### src/rtl/uart_tx_result_pkg.sv
// Shared types and default line settings for the result transmit path.
// Parity insertion is enabled by defining UART_TX_PARITY_EN.
package UART_pkg;

    typedef logic [7:0] int8_t;
    typedef logic       One_t;

    typedef enum logic [2:0] {
        IDLE,
        START,
        DATA,
        PARITY,
        STOP
    } tx_state_e;

    localparam int DEF_CLK_FREQ = 50_000_000;
    localparam int DEF_BAUD     = 115_200;

    // Counter width that stays legal when a bit lasts a single cycle.
    function automatic int cnt_width(input int v);
        return (v > 1) ? $clog2(v) : 1;
    endfunction

endpackage

### src/rtl/uart_tx_result_tx_fifo.sv
// Small synchronous byte FIFO buffering result bytes ahead of the serializer.
// Pointers wrap modulo DEPTH; a separate count distinguishes full from empty.
module tx_fifo
    import UART_pkg::*;
#(
    parameter int DEPTH = 16
) (
    input  logic                     clk,
    input  logic                     reset,
    input  logic                     push,
    input  int8_t                    din,
    input  logic                     pop,
    output int8_t                    dout,
    output logic                     full,
    output logic                     empty,
    output logic [$clog2(DEPTH):0]   count
);

    localparam int AW = $clog2(DEPTH);

    int8_t          mem [DEPTH];
    logic  [AW-1:0] wr_ptr;
    logic  [AW-1:0] rd_ptr;
    logic           do_push;
    logic           do_pop;

    assign full    = (count == (AW+1)'(DEPTH));
    assign empty   = (count == '0);
    assign do_push = push && !full;
    assign do_pop  = pop && !empty;
    assign dout    = mem[rd_ptr];

    always_ff @(posedge clk or posedge reset) begin
        if (reset) begin
            wr_ptr <= '0;
            rd_ptr <= '0;
            count  <= '0;
        end else begin
            if (do_push) begin
                wr_ptr <= wr_ptr + AW'(1);
            end
            if (do_pop) begin
                rd_ptr <= rd_ptr + AW'(1);
            end
            case ({do_push, do_pop})
                2'b10:   count <= count + (AW+1)'(1);
                2'b01:   count <= count - (AW+1)'(1);
                default: count <= count;
            endcase
        end
    end

    // Storage needs no reset: discarding is done by the pointers.
    always_ff @(posedge clk) begin
        if (do_push) begin
            mem[wr_ptr] <= din;
        end
    end

endmodule

### src/rtl/uart_tx_result.sv
// Result-byte UART transmitter: FIFO-buffered, 8N1 LSB first, back-to-back frames.
// Define UART_TX_PARITY_EN to insert an even-parity bit before the stop bit.
module uart_tx_result
    import UART_pkg::*;
#(
    parameter int CLK_FREQ   = DEF_CLK_FREQ,
    parameter int BAUD       = DEF_BAUD,
    parameter int FIFO_DEPTH = 16
) (
    input  logic                          clk,
    input  logic                          reset,
    input  int8_t                         data_in,
    input  logic                          data_valid,
    output logic                          data_ready,
    output logic                          serial_tx,
    output logic                          tx_busy,
    output logic [$clog2(FIFO_DEPTH):0]   fifo_count
);

    localparam int CLKS_PER_BIT = CLK_FREQ / BAUD;
    localparam int CW           = cnt_width(CLKS_PER_BIT);
    localparam logic [CW-1:0] LAST = CW'(CLKS_PER_BIT - 1);

    tx_state_e     state;
    tx_state_e     state_next;
    logic [CW-1:0] baud_cnt;
    logic [2:0]    bit_cnt;
    int8_t         shift;
    logic          bit_end;
    logic          pop;
    logic          tx_next;
    int8_t         head;
    logic          full;
    logic          empty;
`ifdef UART_TX_PARITY_EN
    logic          parity;
`endif

    tx_fifo #(
        .DEPTH (FIFO_DEPTH)
    ) u_fifo (
        .clk   (clk),
        .reset (reset),
        .push  (data_valid),
        .din   (data_in),
        .pop   (pop),
        .dout  (head),
        .full  (full),
        .empty (empty),
        .count (fifo_count)
    );

    assign data_ready = !full;
    assign tx_busy    = (state != IDLE) || !empty;
    assign bit_end    = (baud_cnt == LAST);

    always_ff @(posedge clk or posedge reset) begin
        if (reset) begin
            state <= IDLE;
        end else begin
            state <= state_next;
        end
    end

    always_comb begin
        state_next = state;
        case (state)
            IDLE: begin
                if (!empty) begin
                    state_next = START;
                end
            end
            START: begin
                if (bit_end) begin
                    state_next = DATA;
                end
            end
            DATA: begin
                if (bit_end && bit_cnt == 3'd7) begin
`ifdef UART_TX_PARITY_EN
                    state_next = PARITY;
`else
                    state_next = STOP;
`endif
                end
            end
`ifdef UART_TX_PARITY_EN
            PARITY: begin
                if (bit_end) begin
                    state_next = STOP;
                end
            end
`endif
            STOP: begin
                if (bit_end) begin
                    state_next = empty ? IDLE : START;
                end
            end
            default: state_next = IDLE;
        endcase
    end

    // The line is registered, so its next value follows the next state.
    always_comb begin
        pop     = 1'b0;
        tx_next = 1'b1;
        if (state_next == START && (state == IDLE || state == STOP)) begin
            pop = 1'b1;
        end
        case (state_next)
            START:   tx_next = 1'b0;
            DATA:    tx_next = (state == DATA && bit_end) ? shift[1] : shift[0];
`ifdef UART_TX_PARITY_EN
            PARITY:  tx_next = parity;
`endif
            default: tx_next = 1'b1;
        endcase
    end

    always_ff @(posedge clk or posedge reset) begin
        if (reset) begin
            serial_tx <= 1'b1;
            baud_cnt  <= '0;
            bit_cnt   <= '0;
            shift     <= '0;
`ifdef UART_TX_PARITY_EN
            parity    <= 1'b0;
`endif
        end else begin
            serial_tx <= tx_next;
            if (pop) begin
                shift    <= head;
                baud_cnt <= '0;
                bit_cnt  <= '0;
`ifdef UART_TX_PARITY_EN
                parity   <= ^head;
`endif
            end else if (state != IDLE) begin
                baud_cnt <= bit_end ? '0 : baud_cnt + CW'(1);
                if (state == DATA && bit_end) begin
                    shift   <= shift >> 1;
                    bit_cnt <= bit_cnt + 3'd1;
                end
            end
        end
    end

endmodule

### config.mk
export PLATFORM = sky130hd
export DESIGN_NAME = uart_tx_result
export DESIGN_NICKNAME = d
export VERILOG_FILES = /design/src/rtl/uart_tx_result_pkg.sv /design/src/rtl/uart_tx_result_tx_fifo.sv /design/src/rtl/uart_tx_result.sv
export SDC_FILE = /design/constraint.sdc
export NUM_CORES = 1
export LEC_CHECK = 0
export CORE_MARGIN = 1.5
export CORE_UTILIZATION = 45
export DETAILED_ROUTE_END_ITERATION = 16
export HOLD_SLACK_MARGIN = 0.06
export PLACE_DENSITY_LB_ADDON = 0.08
export SYNTH_ARGS = -nofsm -noshare
export SYNTH_HDL_FRONTEND = slang
export SYNTH_SLANG_ARGS = --single-unit
### constraint.sdc
create_clock -name clk -period 3.42 [get_ports clk]
set_input_delay 0.513 -clock clk [delete_from_list [all_inputs] [get_ports clk]]
set_output_delay 0.513 -clock clk [all_outputs]
set_load 0.02 [all_outputs]
==> metrics, run 1 <==
run status=finished clean; RSZ-0062 raised after global routing=no; period utilization=91.3%; hold buffer count at CTS=0; DRT Wirelength=14.6 mm; Main synth FF type=edfxtp_1; Layout Nets=513; Worst setup EP type=flip-flop; CTS tree=yes; Initial DRT Pass Iterations=4; die height=128 µm; synth warn=0; final worst path period need=3.12 ns; clk slew on worst S/H paths=0.06 ns; Rows=45; total number of vias=3923; footprint of the multi-input gates=2110 µm²; cell area after layout=8240 µm²; Final GP Congestion=0.789; final worst setup slack=0.297 ns; sequential element share of the synthesized area=67.4%; # setup viols final=0; placed inst area=7620 µm²; die area=16500 µm²; Slew Viols, Final=0; Num CTS Buffers=17; setup_tns=0 ns; CTS sink cnt=165; Residual DRC=0; DR vias/cell=5.52; IO Pins=19; Synth-to-Final Area Change=16.3%; EDFF count, synth=128; Die Wd=128 µm; CP max FO=11; Worst setup SP type=flip-flop; Hold Slack=0.520 ns; initial antenna violation count=0; final hold violations=0; Synth Cell Area=7080 µm²; Tot GR Track Use=19.5%; Worst Skew=0.00899 ns; largest cells by area after synthesis=edfxtp_1, dfrtp_1, mux4_2, mux2i_1, ha_1; Max-slew headroom=43.3%; area of the core=15300 µm²; ant diodes=0; clock tree buffer depth=2; first-pass GRT wire length=22.9 mm; Worst EP required=3.72 ns; worst hold-check path type=flip-flop to flip-flop; WL per Instance=20.6 µm; post-CTS sizing=0; Synthesized Nets=474; # port buffers=18; cells after synthesis=450; number of non-filler instances in the completed layout=711; global route overflow=0; commonest non-fill, non-tap cell in the layout=edfxtp_1; Distinct cells, synth=59; post-route ant nets=0; CP Class=flip-flop to flip-flop; H-tree levels=4; Layout Utilization=54.0%; CTS root buf=clkbuf_16; leakage=2.92 nW; VDD IR-drop max=0.373 mV; Pwr per Cell Area=678 nW/µm²; Async SR Flop Fraction=22.4%; setup bufs post-CTS=0; Fmax=320 MHz; area leader, netlist=edfxtp_1; largest net degree at the start of global routing=38; layout cell share with drive strength beyond 1=18.4%; number of global-route vias before repair=3886; overall power=5.59 mW; Worst Tran Pin Value=0.851 ns; clock latency on the worst-skew pair=0.42 ns; DP Wirelength=9.66 mm; Synth top area share=54.3%; Sequential Area=4770 µm²; Synth Register Bits=165; DP Cell Count=681; fillers=1265; pre-CTS setup slack=0.325 ns; worst path arrival time=3.42 ns; most frequent cells in the layout=edfxtp_1, dfrtp_1, buf_4; Post-Syn Area per Cell=15.7 µm²; starting density of the core=46.4%; DRT iter0 DRCs=279; max-cap viol count=0
worst max-delay path, stage by stage, from the launching register on:
cell and delay, ns:
dfrtp_1 0.48, or4_4 0.60, o21ai_4 0.26, or2_1 0.25, inv_6 0.09, ha_1 0.33
xor2_1 0.19, ha_1 0.23, o21a_1 0.17, o21ai_0 0.14, a32oi_1 0.13, xnor2_1 0.13
sequential cells by signal (all words and copies together), names as in the netlist:
| name | cells |
|---|---|
| baud_cnt | 9 |
| u_fifo.mem | 128 |
| serial_tx | 1 |
| state | 3 |
| u_fifo.count | 5 |
| bit_cnt | 3 |
| u_fifo.rd_ptr | 4 |
| u_fifo.wr_ptr | 4 |
| shift | 8 |
worst paths after layout:
path | startpoint | to | slack, ns | cells past startpoint
worst max-delay path | u_fifo.count[1]$_DFFE_PP0P_ | u_fifo.count[4]$_DFFE_PP0P_ | 0.30 | 11
worst min-delay path | baud_cnt[7]$_DFFE_PP0P_ | baud_cnt[7]$_DFFE_PP0P_ | 0.52 | 1
worst max register to register | u_fifo.count[1]$_DFFE_PP0P_ | u_fifo.count[4]$_DFFE_PP0P_ | 0.30 | 11
worst min register to register | baud_cnt[7]$_DFFE_PP0P_ | baud_cnt[7]$_DFFE_PP0P_ | 0.52 | 1
max in group asynchronous | reset | serial_tx$_DFF_PP1_ | 2.52 | 3
min in group asynchronous | reset | u_fifo.count[3]$_DFFE_PP0P_ | 0.53 | 3
synth_stat cells, drive strengths merged (2+ instances only):
master and number:
edfxtp 128, or2 2, and3 3, nor3b 4, a311oi 2, inv 17
a31oi 4, xor2 7, nor2b 9, mux2 4, mux4 23, a22o 4
a2111oi 5, buf 15, nor2 24, and2 2, o211ai 5, o221ai 4
a21oi 8, clkbuf 12, a21boi 2, o21ai 8, a2bb2oi 3, ha 13
mux2i 25, a22oi 6, nor4 2, nand3 10, a21o 2, nand2b 5
nor3 10, a221oi 5, a31o 3, nand2 15, xnor2 8, dfrtp 36
kinds of logic after synthesis:
logic type / Yosys count / share of synthesized area (%)
DFF: 165 / 67.4
and+or+nand+nor: 93 / 6.80
xor gates and xnor gates: 15 / 1.86
adders and majority gates: 13 / 2.30
AOI/OAI and AO/OA: 68 / 7.30
muxes: 52 / 11.5
buffers and inverters: 44 / 2.83
metal layers:
metal,vias up,GRT usage [%],share of wire [%]
met2,78,29.4,47
met3,15,3.99,4.0
met4,0,7.80,1.7
met5,-,0,0
li1,1825,-,-
met1,2005,28.1,48
cell type report:
cell class	instances	share of cell area, %
Timing Repair Buffer	47	4.98
Inverter	17	0.835
Sequential cell	165	57.9
Tap cell	211	3.21
Multi-Input combinational cell	241	25.7
Clock inverter	12	2.17
Clock buffer	18	5.21
where the power goes:
| part | internal [mW] | total (mW) | leakage, nW | switching, mW |
|---|---|---|---|---|
| clock network | 1.22 | 1.97 | 0.292 | 0.754 |
| registers | 2.43 | 2.66 | 1.61 | 0.225 |
| logic | 0.459 | 0.960 | 1.02 | 0.501 |
| total | 4.11 | 5.59 | 2.92 | 1.48 |
Power figures use the tool's default switching activity.
==> run 2: changes to the inputs <==
--- a/config.mk
+++ b/config.mk
@@ -5,8 +5,10 @@
 export SDC_FILE = /design/constraint.sdc
 export NUM_CORES = 1
 export LEC_CHECK = 0
+export ABC_AREA = 1
 export CORE_MARGIN = 1.5
 export CORE_UTILIZATION = 45
+export CTS_BUF_LIST = sky130_fd_sc_hd__clkbuf_16
 export DETAILED_ROUTE_END_ITERATION = 16
 export HOLD_SLACK_MARGIN = 0.06
 export PLACE_DENSITY_LB_ADDON = 0.08
==> run 2 against run 1 <==
Net effect: first-iteration DRC count up 18%; clock-buffer cell count shrank 1; combinational power is 140% higher; fmax increased by 6.8%; critical path type is now flip-flop to output pin.
==> metrics, run 2 <==
Pint=4.34 mW (+5.6%); Distinct cells, synth=37 (-37%); ant diodes=0 (unchanged); part of the power in registers=39.3% (-8.3 points); Layout Nets=756 (+47%); max reg flops=128 (unchanged); adder-cell share of the synthesized area=2.21% (-0.083 points); switching part of the total=36.3% (+9.9 points); Pwr per Cell Area=821 nW/µm² (+21%); Post-Syn Area per Cell=10.4 µm² (-34%); Slew Viols, Final=0 (unchanged); Sw Pwr=2.48 mW (+68%); VDD IR-drop max=0.502 mV (+35%); clock tree buffer depth=2 (unchanged); clk slew on worst S/H paths=0.06 ns (about the same); # setup viols final=0 (unchanged); Async SR Flop Fraction=22.4% (unchanged); setup_tns=0 ns (unchanged); count leader, synth=nand2_1; Critical-path top delay cell=clkdlybuf4s50_1; cells after synthesis=708 (+57%); IO Pins=19 (unchanged); CTS tree=yes; layout cell share with drive strength beyond 1=9.66% (-8.7 points); initial antenna violation count=0 (unchanged); Synth top area share=52.3% (-2.0 points); r2r setup slk=0.74 ns (+0.44 ns); final worst path period need=2.92 ns (-0.199 ns); H-tree levels=4 (unchanged); DP Wirelength=10.3 mm (+6.3%); sequential element share of the synthesized area=64.9% (-2.4 points); Top reg by flops=u_fifo.mem; die area=17100 µm² (+3.7%); Worst Hold Launch=shift[3]$_DFFE_PP0P_; Combinational Power Share=33.2% (+16 points); number of non-filler instances in the completed layout=961 (+35%); Post-Synth XOR/XNOR Area=1.67% (-0.19 points); global route overflow=0 (unchanged); Hold Slack=0.499 ns (-0.0212 ns); post-route ant nets=0 (unchanged); Crit path largest cell delay=0.57 ns (-0.03 ns); Rows=46 (+2.2%); Die Wd=131 µm (+1.8%); final hold violations=0 (unchanged); synth warn=0 (unchanged); CTS root buf=clkbuf_16; main combinational cell family by area after synthesis=simple AND/OR/NAND/NOR gates; crit path from=state[2]$_DFF_PP0_; EDFF count, synth=128 (unchanged); Initial DRT Pass Iterations=5 (+1); max-cap viol count=0 (unchanged); Main synth FF type=edfxtp_1; first-pass GRT wire length=25.6 mm (+12%); DP Cell Count=929 (+36%); multiplexer share of the synthesized area=0% (-12 points); area of the core=15900 µm² (+4.5%); Synth Area in Compound Gates=3.64% (-3.7 points); simple logic cell fraction of the synthesized area=22.7% (+16 points); Synth-to-Final Area Change=13.1%; Worst Tran Pin Value=0.871 ns (+0.0203 ns); hold buffer count at CTS=0 (unchanged); total number of vias=4871 (+24%); CTS sink cnt=165 (unchanged); Worst EP required=2.91 ns (-0.81 ns); Synth Register Bits=165 (unchanged); Worst Skew=0.00912 ns (+0.000124 ns); Max-slew headroom=41.9% (-1.4 points); leakage=3.44 nW (+18%); Worst setup EP type=output pin; clock latency on the worst-skew pair=0.43 ns (about the same); die height=131 µm (+1.8%); Num CTS Buffers=17 (unchanged); area leader, netlist=edfxtp_1; number of global-route vias before repair=4793 (+23%); setup bufs post-CTS=0 (unchanged); post-CTS sizing=0 (unchanged); worst r2r src=baud_cnt[1]$_DFFE_PP0P_; Fmax=342 MHz (+6.8%); Residual DRC=0 (unchanged); DR vias/cell=5.07 (-8.1%); CP max FO=6 (-5); Synthesized Nets=732 (+54%); biggest regs=u_fifo.mem x128, baud_cnt x9, shift x8; Worst setup SP type=flip-flop; worst path arrival time=2.41 ns (-1.01 ns); Synth Cell Area=7350 µm² (+3.8%); top cells by count, synth=nand2_1, edfxtp_1, nor2_1; worst hold-check path type=flip-flop to flip-flop; most frequent cells in the layout=nand2_1, edfxtp_1, nor2_1; Critical Path, Cell by Cell=nor2_1, inv_1, nor2_1, inv_1, nor2_1, inv_1, clkdlybuf4s50_1; Clock power frac=27.6% (-7.6 points); DRT iter0 DRCs=329 (+18%); CP Class=flip-flop to output pin; WL per Instance=16.6 µm (-19%); Tot GR Track Use=20.6% (+1.1 points); Final GP Congestion=0.796 (+0.84%); largest cells by area after synthesis=edfxtp_1, dfrtp_1, nand2_1, nand3_1, nor2_1; largest net degree at the start of global routing=72 (+89%); run status=finished clean; starting density of the core=46.1% (-0.32 points); # port buffers=18 (unchanged); period utilization=85.5% (-5.8 points); RSZ-0062 raised after global routing=no; DRT Wirelength=16.0 mm (+9.2%); commonest non-fill, non-tap cell in the layout=nand2_1
run 2: kinds of logic after synthesis:
logic type	after synthesis
DFF	165
and+or+nand+nor	391
AOI/OAI and AO/OA	48
buffers and inverters	77
adders and majority gates	13
xor gates and xnor gates	14
run 2: power groups by stage:
stage,registers [mW],clock network (mW),logic [mW]
after floorplan,2.69,0,1.68
after global placement,2.71,0,2.26
after detailed placement,2.72,0,2.28
after CTS,2.68,1.91,2.29
after global routing,2.72,1.98,2.59
final,2.68,1.88,2.26
run 2: routing by layer:
metal / share of wire, % / track usage (%) / up-vias
met5: 0 / 0 / -
met4: 2.2 / 8.27 / 0
met1: 45 / 27.2 / 2350
met2: 49 / 33.9 / 103
met3: 3.8 / 3.75 / 23
li1: - / - / 2395
run 2: path summary, 6_finish.rpt:
check,end,cells past startpoint
hold / removal,shift[2]$_DFFE_PP0P_,2
setup / recovery,tx_busy,7
max in group asynchronous,u_fifo.count[1]$_DFFE_PP0P_,3
hold reg to reg,shift[2]$_DFFE_PP0P_,2
setup reg to reg,u_fifo.count[4]$_DFFE_PP0P_,18
min in group asynchronous,shift[1]$_DFFE_PP0P_,2
run 2: critical path, delay by kind of cell (launching register included):
kind                   cells  cell delay [ns]
DFF                        1             0.46
and+or+nand+nor            3             0.63
buffers and inverters      4             0.89
run 2: area by class of cell:
cell class	instances	area, µm²
well taps	216	270
repair buffers	30	270
fillers	1441	7640
clock buffers	17	425
clock inverters	15	149
inverters	52	200
multi-input cells	466	2220
flip-flops and latches	165	4770
run 2: stage by stage:
stage	utilization, %	area, µm²	power [mW]	worst slack (ns)
4_1_cts	52.1	8310	6.88	0.493
3_5_place_dp	48.5	7730	5.00	0.715
6_report	52.1	8310	6.82	0.496
3_3_place_gp	48.5	7730	4.97	0.788
2_1_floorplan	-	7350	4.37	0.952
5_1_grt	52.1	8310	7.28	0.333
